--- src/rtl/wb_result_fifo.sv ---
// In-order result queue between multi-cycle producers and writeback.
// Registered outputs only; sticky overflow/underflow flags clear on flush or reset.
module wb_result_fifo #(
   parameter int WIDTH = 32,
   parameter int DEPTH = 4
) (
   input  logic                       clk,
   input  logic                       clr_n,
   input  logic [WIDTH-1:0]           d,
   input  logic                       en,
   input  logic                       flush,
   input  logic                       rd_en,
   output logic [WIDTH-1:0]           q,
   output logic                       q_valid,
   output logic                       full,
   output logic [$clog2(DEPTH):0]     count,
   output logic                       ovf,
   output logic                       udf
);

   localparam int AW = $clog2(DEPTH);
   localparam int CW = AW + 1;
   localparam logic [CW-1:0] FULL_CNT = CW'(DEPTH);

   logic [WIDTH-1:0] mem_q [DEPTH];
   logic [AW-1:0]    wptr_q, wptr_d;
   logic [AW-1:0]    rptr_q, rptr_d;
   logic [CW-1:0]    count_q, count_d;
   logic             ovf_q, ovf_d;
   logic             udf_q, udf_d;
   logic             mem_we;
   logic             wr_ok, rd_ok;

   assign q_valid = (count_q != '0);
   assign full    = (count_q == FULL_CNT);
   assign count   = count_q;
   assign ovf     = ovf_q;
   assign udf     = udf_q;
   assign q       = q_valid ? mem_q[rptr_q] : '0;

   // A write at full is still accepted when the same cycle frees the head slot.
   assign wr_ok = en && (!full || rd_en);
   assign rd_ok = rd_en && q_valid;

   // NOTE: every always_comb output gets a default first, so no path leaves a latch.
   always_comb begin
      wptr_d  = wptr_q;
      rptr_d  = rptr_q;
      count_d = count_q;
      ovf_d   = ovf_q;
      udf_d   = udf_q;
      mem_we  = 1'b0;
      if (flush) begin
         wptr_d  = '0;
         rptr_d  = '0;
         count_d = '0;
         ovf_d   = 1'b0;
         udf_d   = 1'b0;
      end else begin
         if (wr_ok) begin
            wptr_d = wptr_q + AW'(1);
            mem_we = 1'b1;
         end
         if (rd_ok) begin
            rptr_d = rptr_q + AW'(1);
         end
         case ({wr_ok, rd_ok})
            2'b10:   count_d = count_q + CW'(1);
            2'b01:   count_d = count_q - CW'(1);
            default: count_d = count_q;
         endcase
         if (en && !wr_ok) begin
            ovf_d = 1'b1;
         end
         if (rd_en && !q_valid) begin
            udf_d = 1'b1;
         end
      end
   end

   // NOTE: sequential state uses non-blocking assignments so every register samples pre-edge values.
   always_ff @(posedge clk or negedge clr_n) begin
      if (!clr_n) begin
         wptr_q  <= '0;
         rptr_q  <= '0;
         count_q <= '0;
         ovf_q   <= 1'b0;
         udf_q   <= 1'b0;
      end else begin
         wptr_q  <= wptr_d;
         rptr_q  <= rptr_d;
         count_q <= count_d;
         ovf_q   <= ovf_d;
         udf_q   <= udf_d;
      end
   end

   // NOTE: storage is deliberately reset so no stale word survives clr_n; flush leaves it untouched.
   always_ff @(posedge clk or negedge clr_n) begin
      if (!clr_n) begin
         for (int i = 0; i < DEPTH; i++) begin
            mem_q[i] <= '0;
         end
      end else if (mem_we) begin
         mem_q[wptr_q] <= d;
      end
   end

endmodule

--- config.mk ---
export PLATFORM = sky130hd
export DESIGN_NAME = wb_result_fifo
export DESIGN_NICKNAME = d
export VERILOG_FILES = /design/src/rtl/wb_result_fifo.sv
export SDC_FILE = /design/constraint.sdc
export NUM_CORES = 1
export LEC_CHECK = 0
export BUFFER_PORTS_ARGS = -buffer_cell sky130_fd_sc_hd__buf_2
export CAP_MARGIN = 25
export CORE_MARGIN = 2
export CORE_UTILIZATION = 46
export CTS_CLUSTER_SIZE = 8
export DETAILED_ROUTE_END_ITERATION = 16
export GPL_TIMING_DRIVEN = 0
export PLACE_DENSITY_LB_ADDON = 0.3
export SLEW_MARGIN = 5
export SYNTH_ARGS = -nofsm -noshare
export SYNTH_HDL_FRONTEND = slang
export SYNTH_SLANG_ARGS = --single-unit
--- constraint.sdc ---
create_clock -name clk -period 5.7 [get_ports clk]
set_input_delay 1.14 -clock clk [delete_from_list [all_inputs] [get_ports clk]]
set_output_delay 1.14 -clock clk [all_outputs]
set_load 0.005 [all_outputs]
======== Word level (Yosys, flattened, before mapping) ========
Cells that the tools add are included.
W data, S select, Z words.
storage, ports and cells
  register bits after elaboration ......... 137
  output and inout bits ................... 39
  input port bits ......................... 37
  logic and storage cells ................. 55
cells by class
  reduce and logical (&&, ||, !) cells .... 15
  $lt $le $gt $ge ......................... 3
  add/subtract/negate cells ............... 4
  bitwise operators ....................... 2
  equal/unequal tests ..................... 3
  multiplexer cells ....................... 19
operator list
  kind                   count
  $bwmux W128            1
  $mux W32               4
  $bmux W32 S2           1
  $demux W32 S2          1
  $mux W2                4
  $reduce_bool A2 Y1     4
  $ge A3 B3 Y1 const B   2
  $mux W1                6
  $not A2 Y3             2
  $pmux W3 S2            1
  $reduce_bool A3 Y1     2
  $logic_and A1 B1 Y1    5
  $add A2 B1 Y2 const B  2
  $add A3 B1 Y3 const B  1
  $eq A3 B3 Y1 const B   1
  $logic_not A1 Y1       3
  $lt A3 B1 Y1 const B   1
  $mux W3                1
  $sub A3 B1 Y3 const B  1
  $eq A2 B1 Y1 const B   1
  $eq A2 B2 Y1 const B   1
  $logic_or A1 B1 Y1     1

======== Depth between registers and ports, before layout ========
  word-level depth ........................ 8
  mapped depth ............................ 7
  gate-level depth less buffers ........... 6

======== Least setup slack after synthesis ========
OpenSTA, ideal clock, no wires.
  kind .................................... input port to flip-flop
  start ................................... input port rd_en
  end ..................................... register count_q[2], in the netlist count[2]
  buffers on the path ..................... 1
  path slack .............................. 3.012 ns
  data arrival time ....................... 2.606 ns
  setup time .............................. 0.082 ns
  stages on the path ...................... 6
  required time ........................... 5.618 ns
  cells stage by stage .................... clkbuf_1 > o31ai_1 > nor2_1 > fa_1 > or4_1 > a31oi_1
on the way
  longest elaborated chain between the ends .. 5
  elaborated cells between the ends (all ways) .. 8
  classes of those cells .................. 2 x eq/ne; 2 x mux; 4 x reduce/logical
ends and longest elaborated chain
  item                                                 line  text
  from (decl)                                          12    input logic rd_en,
  $logic_or A1 B1 Y1                                   42    assign wr_ok = en && (!full || rd_en);
  $logic_and A1 B1 Y1                                  42
  $eq A2 B1 Y1 / $eq A2 B2 Y1 (equally long branches)  67    case ({wr_ok, rd_ok})
  $pmux W3 S2                                          67
  $mux W3                                              53    if (flush) begin
  to (signal assigned)                                 92    count_q <= count_d;
  to (decl)                                            28    logic [CW-1:0] count_q, count_d;
Several ways; a longest one is shown, not always the timed one.
A chain may end at the register's enable or synchronous reset.

======== Final worst setup path ========
  start ................................... register count_q[1], in the netlist count[1]
  end ..................................... output port q[19]
on the way
  longest elaborated chain between the ends .. 2
ends and longest elaborated chain
  item                line  text
  $reduce_bool A3 Y1  34    assign q_valid = (count_q != '0);
  $mux W32            39    assign q = q_valid ? mem_q[rptr_q] : '0;
  to (decl)           13    output logic [WIDTH-1:0] q,
No other way between the ends.

==> results.txt <==
Status: complete, no violations
Drt total wl: 14,000 µm
Global-route wire length before repair: 23,600 µm
Syn Nets: 458
H-tree depth: 4
Max clock buf depth: 2
Seq pwr share: 39.6%
Hold slack: 487 ps
Residual DRC count: 0
Pin count of the biggest net entering global routing: 85
Overflow after GRT: 0
Clk sinks: 137
Via density: 5.42
Yosys reg bits: 137
Peak supply drop: 0.214 mV
Via count: 3,847
Synth-to-Final Area Change: 19.3%
Layout cells sized above 1: 55.6%
Syn avg cell area: 16.2 µm²
Worst rel slew slack: 50.7%
Yosys warns: 0
Startpoint types: register
DR iter-0 viols: 255
Row Count: 44
Period utilization: 65.2%
M1 GR Usage: 26.2%
1st-pass router iterations: 4
Top cell type's share of synthesized area: 50.9%
Worst slew pin tran: 740 ps
Clk root buf: clkbuf_16
Crit Path Max Fanout: 10
Initial Utilization: 46.7%
Worst-path clk slew: 60 ps
Die ar.: 15,600 µm²
Leak: 0.00366 µW
Clk_lat worst skew: 420 ps
Power density over the cells: 455 nW/µm²
Max-Cap Viols: 0
FF/Latch Area: 3430 µm²
CORE AREA: 14,400 µm²
Synth Instances: 416
Critical path arrival: 2580 ps
I/O pin cnt: 76
RD Place Congestion: 0.743
Pint: 2730 µW
Clock power share: 33.3%
Min-delay worst type: register to register
Layout Nets: 554
Worst Skew: 10.3 ps
Logic pwr share: 27.0%
GRT Util Overall: 19.4%
Fill count: 1,170
Grt met3 use: 4.71%
Peak Freq: 0.269 GHz
Die Y: 125 µm
Sequential area share after synthesis: 50.9%
CP endpoint kind: output pin
Port bufs: 75
Largest area contributor in the netlist: dfrtp_1
Routed Antenna Nets: 0
Die Wd: 125 µm
Vias in the first global route: 4,246
Net Switching: 930 µW
Final Hold Fails: 0
Area of the multi-input gates: 3090 µm²
PostCTS Resize Cnt: 0
Fin crit period: 3720 ps
CP Data Required Time: 4560 ps
Setup TNS: 0 ps
Final Max Tran Viols: 0
Most used routing layer: met2
Yosys cell types: 35
Setup CP Type: register to output pin
Setup Buffers After CTS: 0
Synth area leaders: dfrtp_1 51%, mux2_4 20%, mux4_2 11%, mux2_2 6.2%, nor2b_1 3.1%
Num CTS Buffers: 17
Routed wire length per instance: 19.7 µm
Final setup violation count: 0
Post-DP HPWL: 9090 µm
Initial antenna violation count: 1
CTS tree: done
Mapped Area: 6740 µm²
Sw frac: 25.4%
M2 GR Usage: 30.7%
RSZ-0062 raised after global routing: no
Hold buffer count at cts: 0
[cell usage after synthesis]
| cell | instances |
|---|---|
| dfrtp_1 | 137 |
| mux2_4 | 90 |
| mux2_2 | 37 |
| nor2b_1 | 33 |
| mux4_2 | 32 |
| buf_2 | 13 |
| clkbuf_1 | 10 |
| buf_6 | 9 |
| nor2_1 | 8 |
| inv_1 | 5 |
| ha_1 | 4 |
| nor4bb_1 | 4 |
| a21oi_1 | 3 |
| nand2b_1 | 3 |
| xor2_1 | 3 |
| a31oi_1 | 2 |
| mux2_1 | 2 |
| nand2_1 | 2 |
| nand3_1 | 2 |
| o2111ai_1 | 2 |
| a41oi_1 | 1 |
| and2_1 | 1 |
| fa_1 | 1 |
| mux2i_1 | 1 |
| nand3b_1 | 1 |
| nor3_1 | 1 |
| nor3_2 | 1 |
| nor4b_4 | 1 |
| o211ai_1 | 1 |
| o21ai_0 | 1 |
| o311ai_0 | 1 |
| o31ai_1 | 1 |
| or2_2 | 1 |
| or4_1 | 1 |
| xnor2_1 | 1 |
[flip-flops by register name, summed over array words and instances (netlist names)]
name    count
count       3
mem_q     128
udf         1
ovf         1
rptr_q      2
wptr_q      2
[critical path: stages, from the launching register on]
cell and delay, ps:
dfrtp_1 400, buf_2 190, nor3_1 510, buf_2 280, clkbuf_1 470, nor2b_1 140
buf_2 160
[placed cells by master (no fill, tap or decap), types with 2 or more instances in the layout]
cell,instances
nand2b_1,3
mux2_2,37
mux2_4,90
a21oi_1,3
bufinv_16,5
nand3_1,2
nor2_1,8
inv_1,5
clkbuf_16,17
clkinv_2,3
ha_1,4
clkbuf_8,2
buf_2,88
nand2_1,2
a31oi_1,2
o2111ai_1,2
nor2b_1,33
buf_6,10
clkbuf_1,11
xor2_1,3
dfrtp_1,137
clkinvlp_4,3
mux4_2,32
nor4bb_1,4
mux2_1,2
[layout make-up]
| class | count | area share [%] |
|---|---|---|
| sequential | 137 | 42.6 |
| multi-input combinational | 242 | 38.4 |
| clock buffer | 20 | 5.68 |
| timing repair buffer | 77 | 5.15 |
| tap | 184 | 2.86 |
| buffer | 32 | 2.54 |
| clock inverter | 12 | 2.44 |
| inverter | 5 | 0.233 |
| antenna | 1 | 0.0311 |
[worst paths after layout]
| path | startpoint | to | slack [ps] | depth (start not counted) |
|---|---|---|---|---|
| setup reg to reg | count[1]$_DFFE_PN0P_ | count[2]$_DFFE_PN0P_ | 3340 | 6 |
| min in group asynchronous | clr_n | count[2]$_DFFE_PN0P_ | 680 | 1 |
| hold reg to reg | mem_q[84]$_DFFE_PN0P_ | mem_q[84]$_DFFE_PN0P_ | 490 | 1 |
| setup / recovery | count[1]$_DFFE_PN0P_ | q[19] | 1980 | 6 |
| hold / removal | mem_q[84]$_DFFE_PN0P_ | mem_q[84]$_DFFE_PN0P_ | 490 | 1 |
| max in group asynchronous | clr_n | mem_q[3]$_DFFE_PN0P_ | 4230 | 2 |
[cells by family (layout without fill, tap and decap cells)]
group	after synthesis	in the layout	synth area share, %
compound gates	12	12	1.23
xor+xnor	4	4	0.520
fa+ha+maj	5	5	1.04
buf+inv	37	146	3.30
flops	137	137	50.9
mux	162	162	37.4
other cells	0	1	0
simple gates	59	59	5.63
[power by group through the flow]
stage | Combinational [µW] | Clock [µW] | Sequential (µW)
floorplan | 758 | 0 | 1400
global placement | 965 | 0 | 1430
detailed placement | 995 | 0 | 1460
CTS | 1000 | 1240 | 1450
global route | 1070 | 1280 | 1490
finish | 988 | 1220 | 1450
[routing by layer]
metal	wire length, µm	up-vias
met3	490	17
met1	6330	2053
met5	0	-
li1	-	1704
met2	6950	73
met4	214	0
[stage by stage]
stage | setup slack (ps) | cell area [µm²] | std cells | util (%) | total power, µW
finish | 1980 | 8040 | 710 | 55.7 | 3660
global placement | 1760 | 7340 | 675 | 50.9 | 2400
detailed placement | 2400 | 7380 | 677 | 51.2 | 2460
global route | 1780 | 8040 | 710 | 55.7 | 3840
CTS | 1930 | 8040 | 709 | 55.7 | 3690
floorplan | 3010 | 6740 | 416 | - | 2160
(Power assumes the default switching activity.)
